File: config.mk
export PLATFORM = sky130hd
export DESIGN_NAME = dr_ald_pipe
export DESIGN_NICKNAME = d
export VERILOG_FILES = /design/src/rtl/dr_ald_pkg.sv /design/src/rtl/dr_ald_antilog.sv /design/src/rtl/dr_ald_pipe.sv
export SDC_FILE = /design/constraint.sdc
export NUM_CORES = 1
export LEC_CHECK = 0
export ABC_AREA = 1
export BUFFER_PORTS_ARGS = -buffer_cell sky130_fd_sc_hd__buf_4
export CELL_PAD_IN_SITES_DETAIL_PLACEMENT = 0
export CELL_PAD_IN_SITES_GLOBAL_PLACEMENT = 2
export CORE_ASPECT_RATIO = 0.5
export CORE_MARGIN = 4
export CORE_UTILIZATION = 35
export CTS_CLUSTER_DIAMETER = 150
export DETAILED_ROUTE_END_ITERATION = 8
export GPL_TIMING_DRIVEN = 0
export PLACE_DENSITY_LB_ADDON = 0.2
export SYNTH_ARGS = -nofsm -noshare
export SYNTH_HDL_FRONTEND = slang
export SYNTH_SLANG_ARGS = --single-unit
File: constraint.sdc
create_clock -name i_clk -period 6.5 [get_ports i_clk]
set_input_delay 1.3 -clock i_clk [delete_from_list [all_inputs] [get_ports i_clk]]
set_output_delay 1.3 -clock i_clk [all_outputs]
set_load 0.01 [all_outputs]
File: src/rtl/dr_ald_pkg.sv
// rtl/dr_ald_pkg.sv - shared widths, stage payload types and helpers for the approximate log divider
//   No ports; imported by dr_ald_pipe and dr_ald_antilog.
package dr_ald_pkg;

  localparam int A_W   = 16;  // dividend width
  localparam int B_W   = 8;   // divisor width
  localparam int Q_W   = 16;  // quotient width
  localparam int K1_W  = 4;   // leading-one position of the dividend, 0..15
  localparam int K2_W  = 3;   // leading-one position of the divisor, 0..7
  localparam int E_W   = 5;   // signed exponent difference, -8..15
  localparam int T_MAX = 7;   // widest legal truncated fraction

  // Stage 1 payload: log-domain operands. Fraction fields are sized for the
  // widest legal truncation; for narrower builds the upper bits stay zero.
  typedef struct packed {
    logic [K1_W-1:0]  k1;
    logic [K2_W-1:0]  k2;
    logic [T_MAX-1:0] x1t;
    logic [T_MAX-1:0] x2t;
    logic             zero_a;
    logic             dbz;
  } s1_t;

  // Stage 2 payload: log-domain quotient split into exponent and mantissa.
  typedef struct packed {
    logic [E_W-1:0] e;
    logic [T_MAX:0] m;
    logic           zero_a;
    logic           dbz;
  } s2_t;

  // Highest set bit position; returns 0 for a zero input (callers flag zero separately).
  function automatic logic [K1_W-1:0] find_leading_one16(input logic [A_W-1:0] v);
    logic [K1_W-1:0] pos;
    pos = '0;
    for (int i = 0; i < A_W; i++) begin
      if (v[i]) pos = K1_W'(i);
    end
    return pos;
  endfunction

  function automatic logic [K2_W-1:0] find_leading_one8(input logic [B_W-1:0] v);
    logic [K2_W-1:0] pos;
    pos = '0;
    for (int i = 0; i < B_W; i++) begin
      if (v[i]) pos = K2_W'(i);
    end
    return pos;
  endfunction

endpackage

File: src/rtl/dr_ald_antilog.sv
// rtl/dr_ald_antilog.sv - combinational antilog shift plus divide-by-zero / zero-dividend override
//   e      in  [E_W-1:0]  signed exponent of the quotient
//   m      in  [T_MAX:0]  mantissa {1, fraction}, TRUNC_WIDTH fraction bits in the LSBs
//   zero_a in  1          dividend was zero
//   dbz    in  1          divisor was zero
//   q      out [Q_W-1:0]  integer quotient (floor)
//   q_dbz  out 1          divide-by-zero flag
module dr_ald_antilog
  import dr_ald_pkg::*;
#(
  parameter int TRUNC_WIDTH = 6
) (
  input  logic [E_W-1:0] e,
  input  logic [T_MAX:0] m,
  input  logic           zero_a,
  input  logic           dbz,
  output logic [Q_W-1:0] q,
  output logic           q_dbz
);

  logic [31:0] shifted;

  // With e <= 15 and m < 2^(t+1) the shifted value is below 2^(16+t),
  // so dropping the t fraction bits always leaves a 16-bit result.
  always_comb begin
    shifted = 32'(m) << e[E_W-2:0];
    q       = Q_W'(shifted >> TRUNC_WIDTH);
    q_dbz   = 1'b0;
    if (dbz) begin
      q     = '1;
      q_dbz = 1'b1;
    end else if (zero_a || e[E_W-1]) begin
      // A negative exponent means the true quotient is below 1.
      q = '0;
    end
  end

endmodule

File: src/rtl/dr_ald_pipe.sv
// rtl/dr_ald_pipe.sv - 3-stage elastic Mitchell-style approximate divider, 16-bit / 8-bit
//   i_clk   in  1   clock
//   i_rst_n in  1   asynchronous active-low reset
//   i_valid in  1   input beat valid
//   o_ready out 1   block can accept input this cycle
//   i_a     in  16  dividend, unsigned
//   i_b     in  8   divisor, unsigned
//   o_valid out 1   result valid
//   i_ready in  1   downstream accepts result
//   o_q     out 16  approximate quotient (floor)
//   o_dbz   out 1   divide-by-zero flag, qualified by o_valid
module dr_ald_pipe
  import dr_ald_pkg::*;
#(
  parameter int TRUNC_WIDTH = 6
) (
  input  logic           i_clk,
  input  logic           i_rst_n,
  input  logic           i_valid,
  output logic           o_ready,
  input  logic [A_W-1:0] i_a,
  input  logic [B_W-1:0] i_b,
  output logic           o_valid,
  input  logic           i_ready,
  output logic [Q_W-1:0] o_q,
  output logic           o_dbz
);

  localparam int T = TRUNC_WIDTH;

  logic s1_valid, s2_valid, s3_valid;
  logic s1_adv, s2_adv, s3_adv;

  s1_t s1_c, s1_q;
  s2_t s2_c, s2_q;

  logic [K1_W-1:0] k1_c;
  logic [K2_W-1:0] k2_c;
  logic [T-2:0]    x1_top;
  logic [T-2:0]    x2_top;

  logic [T_MAX:0]  d_full;
  logic            d_neg;
  logic [T-1:0]    d_low;

  logic [Q_W-1:0]  q_c, q_q;
  logic            dbz_c, dbz_q;

  // Each stage moves when it is empty or its successor moves; the ready chain
  // runs back combinationally from i_ready so a full pipe still streams.
  assign s3_adv  = !s3_valid || i_ready;
  assign s2_adv  = !s2_valid || s3_adv;
  assign s1_adv  = !s1_valid || s2_adv;
  assign o_ready = s1_adv;

  assign o_valid = s3_valid;
  assign o_q     = q_q;
  assign o_dbz   = dbz_q;

  // Stage 1: log conversion. Shifting the operand so its leading one sits at
  // the MSB, then dropping the MSB, gives the left-aligned fraction; only the
  // top t-1 bits are kept and a 1 is forced in as the LSB.
  always_comb begin
    k1_c   = find_leading_one16(i_a);
    k2_c   = find_leading_one8(i_b);
    x1_top = (T-1)'((i_a << (4'd15 - k1_c)) >> (A_W - T));
    x2_top = (T-1)'((i_b << (3'd7 - k2_c)) >> (B_W - T));

    s1_c        = '0;
    s1_c.k1     = k1_c;
    s1_c.k2     = k2_c;
    s1_c.x1t    = T_MAX'({x1_top, 1'b1});
    s1_c.x2t    = T_MAX'({x2_top, 1'b1});
    s1_c.zero_a = (i_a == '0);
    s1_c.dbz    = (i_b == '0);
  end

  // Stage 2: log subtract. Both fractions are below 2^t, so the top bit of the
  // wide difference is the borrow; a borrow moves one unit out of the exponent
  // and the low t bits are the (wrapped) fraction of the quotient.
  always_comb begin
    d_full = {1'b0, s1_q.x1t} - {1'b0, s1_q.x2t};
    d_neg  = d_full[T_MAX];
    d_low  = T'(d_full);

    s2_c        = '0;
    s2_c.e      = {1'b0, s1_q.k1} - {2'b0, s1_q.k2} - {{(E_W-1){1'b0}}, d_neg};
    s2_c.m      = (T_MAX+1)'({1'b1, d_low});
    s2_c.zero_a = s1_q.zero_a;
    s2_c.dbz    = s1_q.dbz;
  end

  // Stage 3: antilog and special-case override.
  dr_ald_antilog #(
    .TRUNC_WIDTH (T)
  ) u_antilog (
    .e      (s2_q.e),
    .m      (s2_q.m),
    .zero_a (s2_q.zero_a),
    .dbz    (s2_q.dbz),
    .q      (q_c),
    .q_dbz  (dbz_c)
  );

  // Payload registers load only with a valid beat so a drained stage keeps its
  // last contents rather than picking up upstream noise.
  always_ff @(posedge i_clk or negedge i_rst_n) begin
    if (!i_rst_n) begin
      s1_valid <= 1'b0;
      s1_q     <= '0;
    end else if (s1_adv) begin
      s1_valid <= i_valid;
      if (i_valid) s1_q <= s1_c;
    end
  end

  always_ff @(posedge i_clk or negedge i_rst_n) begin
    if (!i_rst_n) begin
      s2_valid <= 1'b0;
      s2_q     <= '0;
    end else if (s2_adv) begin
      s2_valid <= s1_valid;
      if (s1_valid) s2_q <= s2_c;
    end
  end

  always_ff @(posedge i_clk or negedge i_rst_n) begin
    if (!i_rst_n) begin
      s3_valid <= 1'b0;
      q_q      <= '0;
      dbz_q    <= 1'b0;
    end else if (s3_adv) begin
      s3_valid <= s2_valid;
      if (s2_valid) begin
        q_q   <= q_c;
        dbz_q <= dbz_c;
      end
    end
  end

endmodule

# After elaboration in Yosys (flattened, before gate mapping)
# Index checks and enable logic that the tools add are counted.
# totals
ff_bits,55
input_bits,28
wordCells,60
output_inout_bits,19
# classes
n_mux,25
n_shift,3
n_reduce_logical,12
n_addsub,5
# op_table
op,count
$mux 4,9
$mux 16,2
$mux 3,9
$shl 7x4->22,1
$logic_not 16->1,1
$shl 16x4->15,1
$logic_not 8->1,1
$shl 8x3->7,1
$sub 6x6->7,1
$reduce_and 2->1,3
$sub 4x3->5,1
$sub 5x1->5,1
$logic_or 1x1->1,4
$mux 2,2
$sub 4x4->4 const A,1
$logic_not 1->1,3
$mux 1,3
$sub 3x3->3 const A,1

# Longest topological paths before layout
# depth
ltp_word,17
depth_mapped,22
ltp_nobuf,22

# Modules after synthesis
# From an unflattened synthesis, not the netlist that was laid out.
# hier_totals
cells_unflattened,516
hier_area_um2,3614.7
# modules_own_cells
mod,cells_per_inst,n_inst,area_each_um2
dr_ald_pipe,399,1,3091.7
dr_ald_antilog,117,1,523.0

# Worst setup path before layout
# No wires, ideal clock.
# synth_timing
path_kind,input to output
start,in i_ready
end,out o_ready
setup_slack_ps,3573
path_buffers,0
cell_stages,4
arrival_time_ps,1627
path_cell_list,inv_1 nand2_1 nor2_1 nand2_1
# synth_between
elab_chain_cells,3
# synth_rtl
item,line,rtl
"start, declared",dr_ald_pipe.sv:24,"input logic i_ready,"
$logic_or 1x1->1,dr_ald_pipe.sv:51,assign s3_adv = !s3_valid || i_ready;
$logic_or 1x1->1,dr_ald_pipe.sv:52,assign s2_adv = !s2_valid || s3_adv;
$logic_or 1x1->1,dr_ald_pipe.sv:53,assign s1_adv = !s1_valid || s2_adv;
"end, declared",dr_ald_pipe.sv:20,"output logic o_ready,"
# Every way passes these cells.

# Final worst setup path
# Ends and elaborated chain as after synthesis.

==> results by group <==
Run status
  • Status: finished, final reports clean

Placement
  • Area after DPL: 3876 sq um
  • GPL Wtd Cong: 0.8293
  • Dpl ws: 3255 ps
  • DPL Wire Length: 6926 um
  • Buffers on Ports: 46

Power and ir drop
  • Tot Pwr: 1.310 mW
  • Static leakage: 2.044 nW
  • Logic pwr share: 0.442
  • Power per Cell Area: 325.6 nW/um^2
  • Clk pwr share: 0.200
  • Psw: 0.5132 mW
  • Worst VDD drop: 0.0001164 V
  • Switching share of power: 0.3918
  • Cell internal pwr: 0.7967 mW
  • Seq pwr share: 0.358

Setup path
  • Crit path required time: 5200 ps
  • Setup crit end kind: output pin
  • Flop2flop setup slack: 3810 ps
  • Crit path DAT: 1940 ps
  • R2R Path End: s2_q[13]
  • Crit-path max FO: 3
  • RR Startpoint: s1_q[5]
  • Reg2Reg Depth: 13
  • Kind of critical path: primary input to output pin
  • Startpoint types: primary input

Route
  • DRT Pass-1 Iters: 4
  • Drt drc: 0
  • Post-Route WL: 8601 um
  • Via Count: 3100
  • Vias per inst: 4.718
  • Antenna-violating nets left: 0
  • Routed wire per std cell: 13.09 um
  • Initial drt markers: 135

Timing
  • Clk_skew: 4.093 ps
  • Worst setup margin: 3261 ps
  • Setup Viol. Count Final: 0
  • Relative slew slack: 0.5651
  • Minimum clock period: 3239 ps
  • Fin. max-slew vios: 0
  • Crit share post-route: 0.4983
  • Final Hold Fails: 0
  • Achievable Freq: 0.3088 GHz
  • Worst-Margin Slew: 652.3 ps
  • RSZ-0062 raised after global routing: no
  • Setup_tns: 0 ps

Cells and area
  • Nets@finish: 565
  • Area Growth Syn to Fin: 19.43%
  • Final core occ: 0.4450
  • Share of cells above drive strength 1: 0.1347
  • Layout fillers: 985
  • Post-route cell area: 4023 sq um
  • # diodes: 0

CTS
  • CTS max path bufs: 2
  • Clk_lat worst skew: 290 ps
  • H-tree levels: 2
  • CTS Sinks: 52
  • CTS tree: yes
  • Postcts setup bufs: 0
  • Hold-fix buffers, CTS: 0
  • Worst-path clk slew: 60 ps
  • CTS Buf Count: 5
  • Clock root cell: clkbuf_16
  • Post-cts sizing count: 0

Synthesis
  • Sequential area share after synthesis: 0.3863
  • Post-Synthesis Cells: 473
  • Ys Warns: 0
  • Post-Syn Area: 3368 sq um
  • Number of synthesized flops with an enable pin: 0
  • Top cells by count, synth: 131 x nand2_1, 60 x inv_1, 52 x dfrtp_1
  • Avg Cell Area, Syn: 7.121 sq um
  • Most common cell in the netlist: nand2_1
  • Net Count, Synth: 512
  • Number of distinct library cells after synthesis: 37
  • Share of the synthesized area in the top cell type: 0.3863
  • Seq cells post-synth: 52
  • Ranking of synthesized cells by area: dfrtp_1 39%, nand2_1 15%, nand3_1 7.0%
  • Most used DFF post-synth: dfrtp_1
  • Post-synth ARST share: 1.000
  • Largest area contributor in the netlist: dfrtp_1

Floorplanning
  • Initial core utilization: 0.3726
  • I/O pin count: 47
  • Core ar.: 9039 sq um
  • Cell row count: 24
  • Die Height: 77.37 um
  • Die Span X: 146.7 um
  • Die Area: 11350 sq um

Global route
  • Grt total ovfl: 0
  • Gr usage total: 0.1566
  • Initial antenna violation count: 0
  • Largest net degree at the start of global routing: 53
  • Vias in the first global route: 3039
  • First-pass GRT wire length: 14920 um

Min path
  • Hold Crit Endpoint: o_valid
  • Min-delay src: s2_valid
  • Worst hold stages: 2
  • Hold Crit Class: flop to flop

Run
  • Max cap viols: 0
==> worst max-delay path by stage <==
stage                        from  endpoint  depth (start not counted)
final                     i_ready   o_ready                          6
after floorplan           i_ready   o_ready                          4
after global placement    i_a[15]  s1_q[11]                         14
after detailed placement  i_a[15]  s1_q[13]                         12
after global routing      i_ready   o_ready                          6
after CTS                 i_ready   o_ready                          6
==> area by class of cell <==
class | instances | area [sq um] | area share
sequential | 52 | 1301 | 0.3235
buffer | 14 | 80.08 | 0.01991
inverter | 64 | 240.2 | 0.05972
tap | 130 | 162.7 | 0.04044
multi-input combinational | 343 | 1747 | 0.4342
timing repair buffer | 46 | 345.3 | 0.08585
clock buffer | 8 | 146.4 | 0.03639
==> layer usage <==
metal / vias to the layer above / global-route usage / wire length (um)
met1: 1384 / 0.2309 / 4534
met2: 56 / 0.2423 / 3608
met3: 6 / 0.02619 / 370
met4: 0 / 0.03565 / 88
li1: 1654 / - / -
met5: - / 0 / 0
==> flip-flops by register name (all words and copies together) (netlist names) <==
register and cells:
s2_valid 1, o_dbz 1, o_q 16, o_valid 1, s1_valid 1, s2_q 13
s1_q 19
==> placed cells by master (no fill, tap or decap), types with 7 or more instances in the layout <==
cell / instances
a21oi_1: 8
dfrtp_1: 52
o21ai_0: 35
clkbuf_1: 10
o21ai_1: 7
o211ai_1: 14
nand3_1: 47
inv_1: 60
buf_4: 46
nand2_1: 131
ha_1: 9
nor2_1: 43
==> critical path: stages <==
cell     delay, ps
buf_4          100
inv_1           40
nand2_1         70
nor2_1         150
nand2_1        120
buf_4          160
==> power by group through the flow <==
| stage | Combinational [mW] | Clock (mW) | Sequential (mW) |
|---|---|---|---|
| after detailed placement | 0.582 | 0 | 0.476 |
| after global placement | 0.582 | 0 | 0.475 |
| after CTS | 0.586 | 0.269 | 0.470 |
| after global routing | 0.668 | 0.282 | 0.483 |
| after floorplan | 0.372 | 0 | 0.484 |
| final | 0.579 | 0.262 | 0.469 |
==> through the flow <==
step,hold WS [ps],cells
after floorplan,443.0,473
after global placement,458.1,649
after detailed placement,470.0,649
after CTS,484.9,657
after global routing,504.2,657
final,477.2,657
==> cell families after synthesis <==
kind of cell,share of synthesized area
compound gates,0.1516
xor+xnor,0.01040
fa+ha+maj,0.04532
buf+inv,0.09509
flops,0.3863
mux,0.01226
simple gates,0.2990
Note: power is estimated with default switching activity, not from simulation.
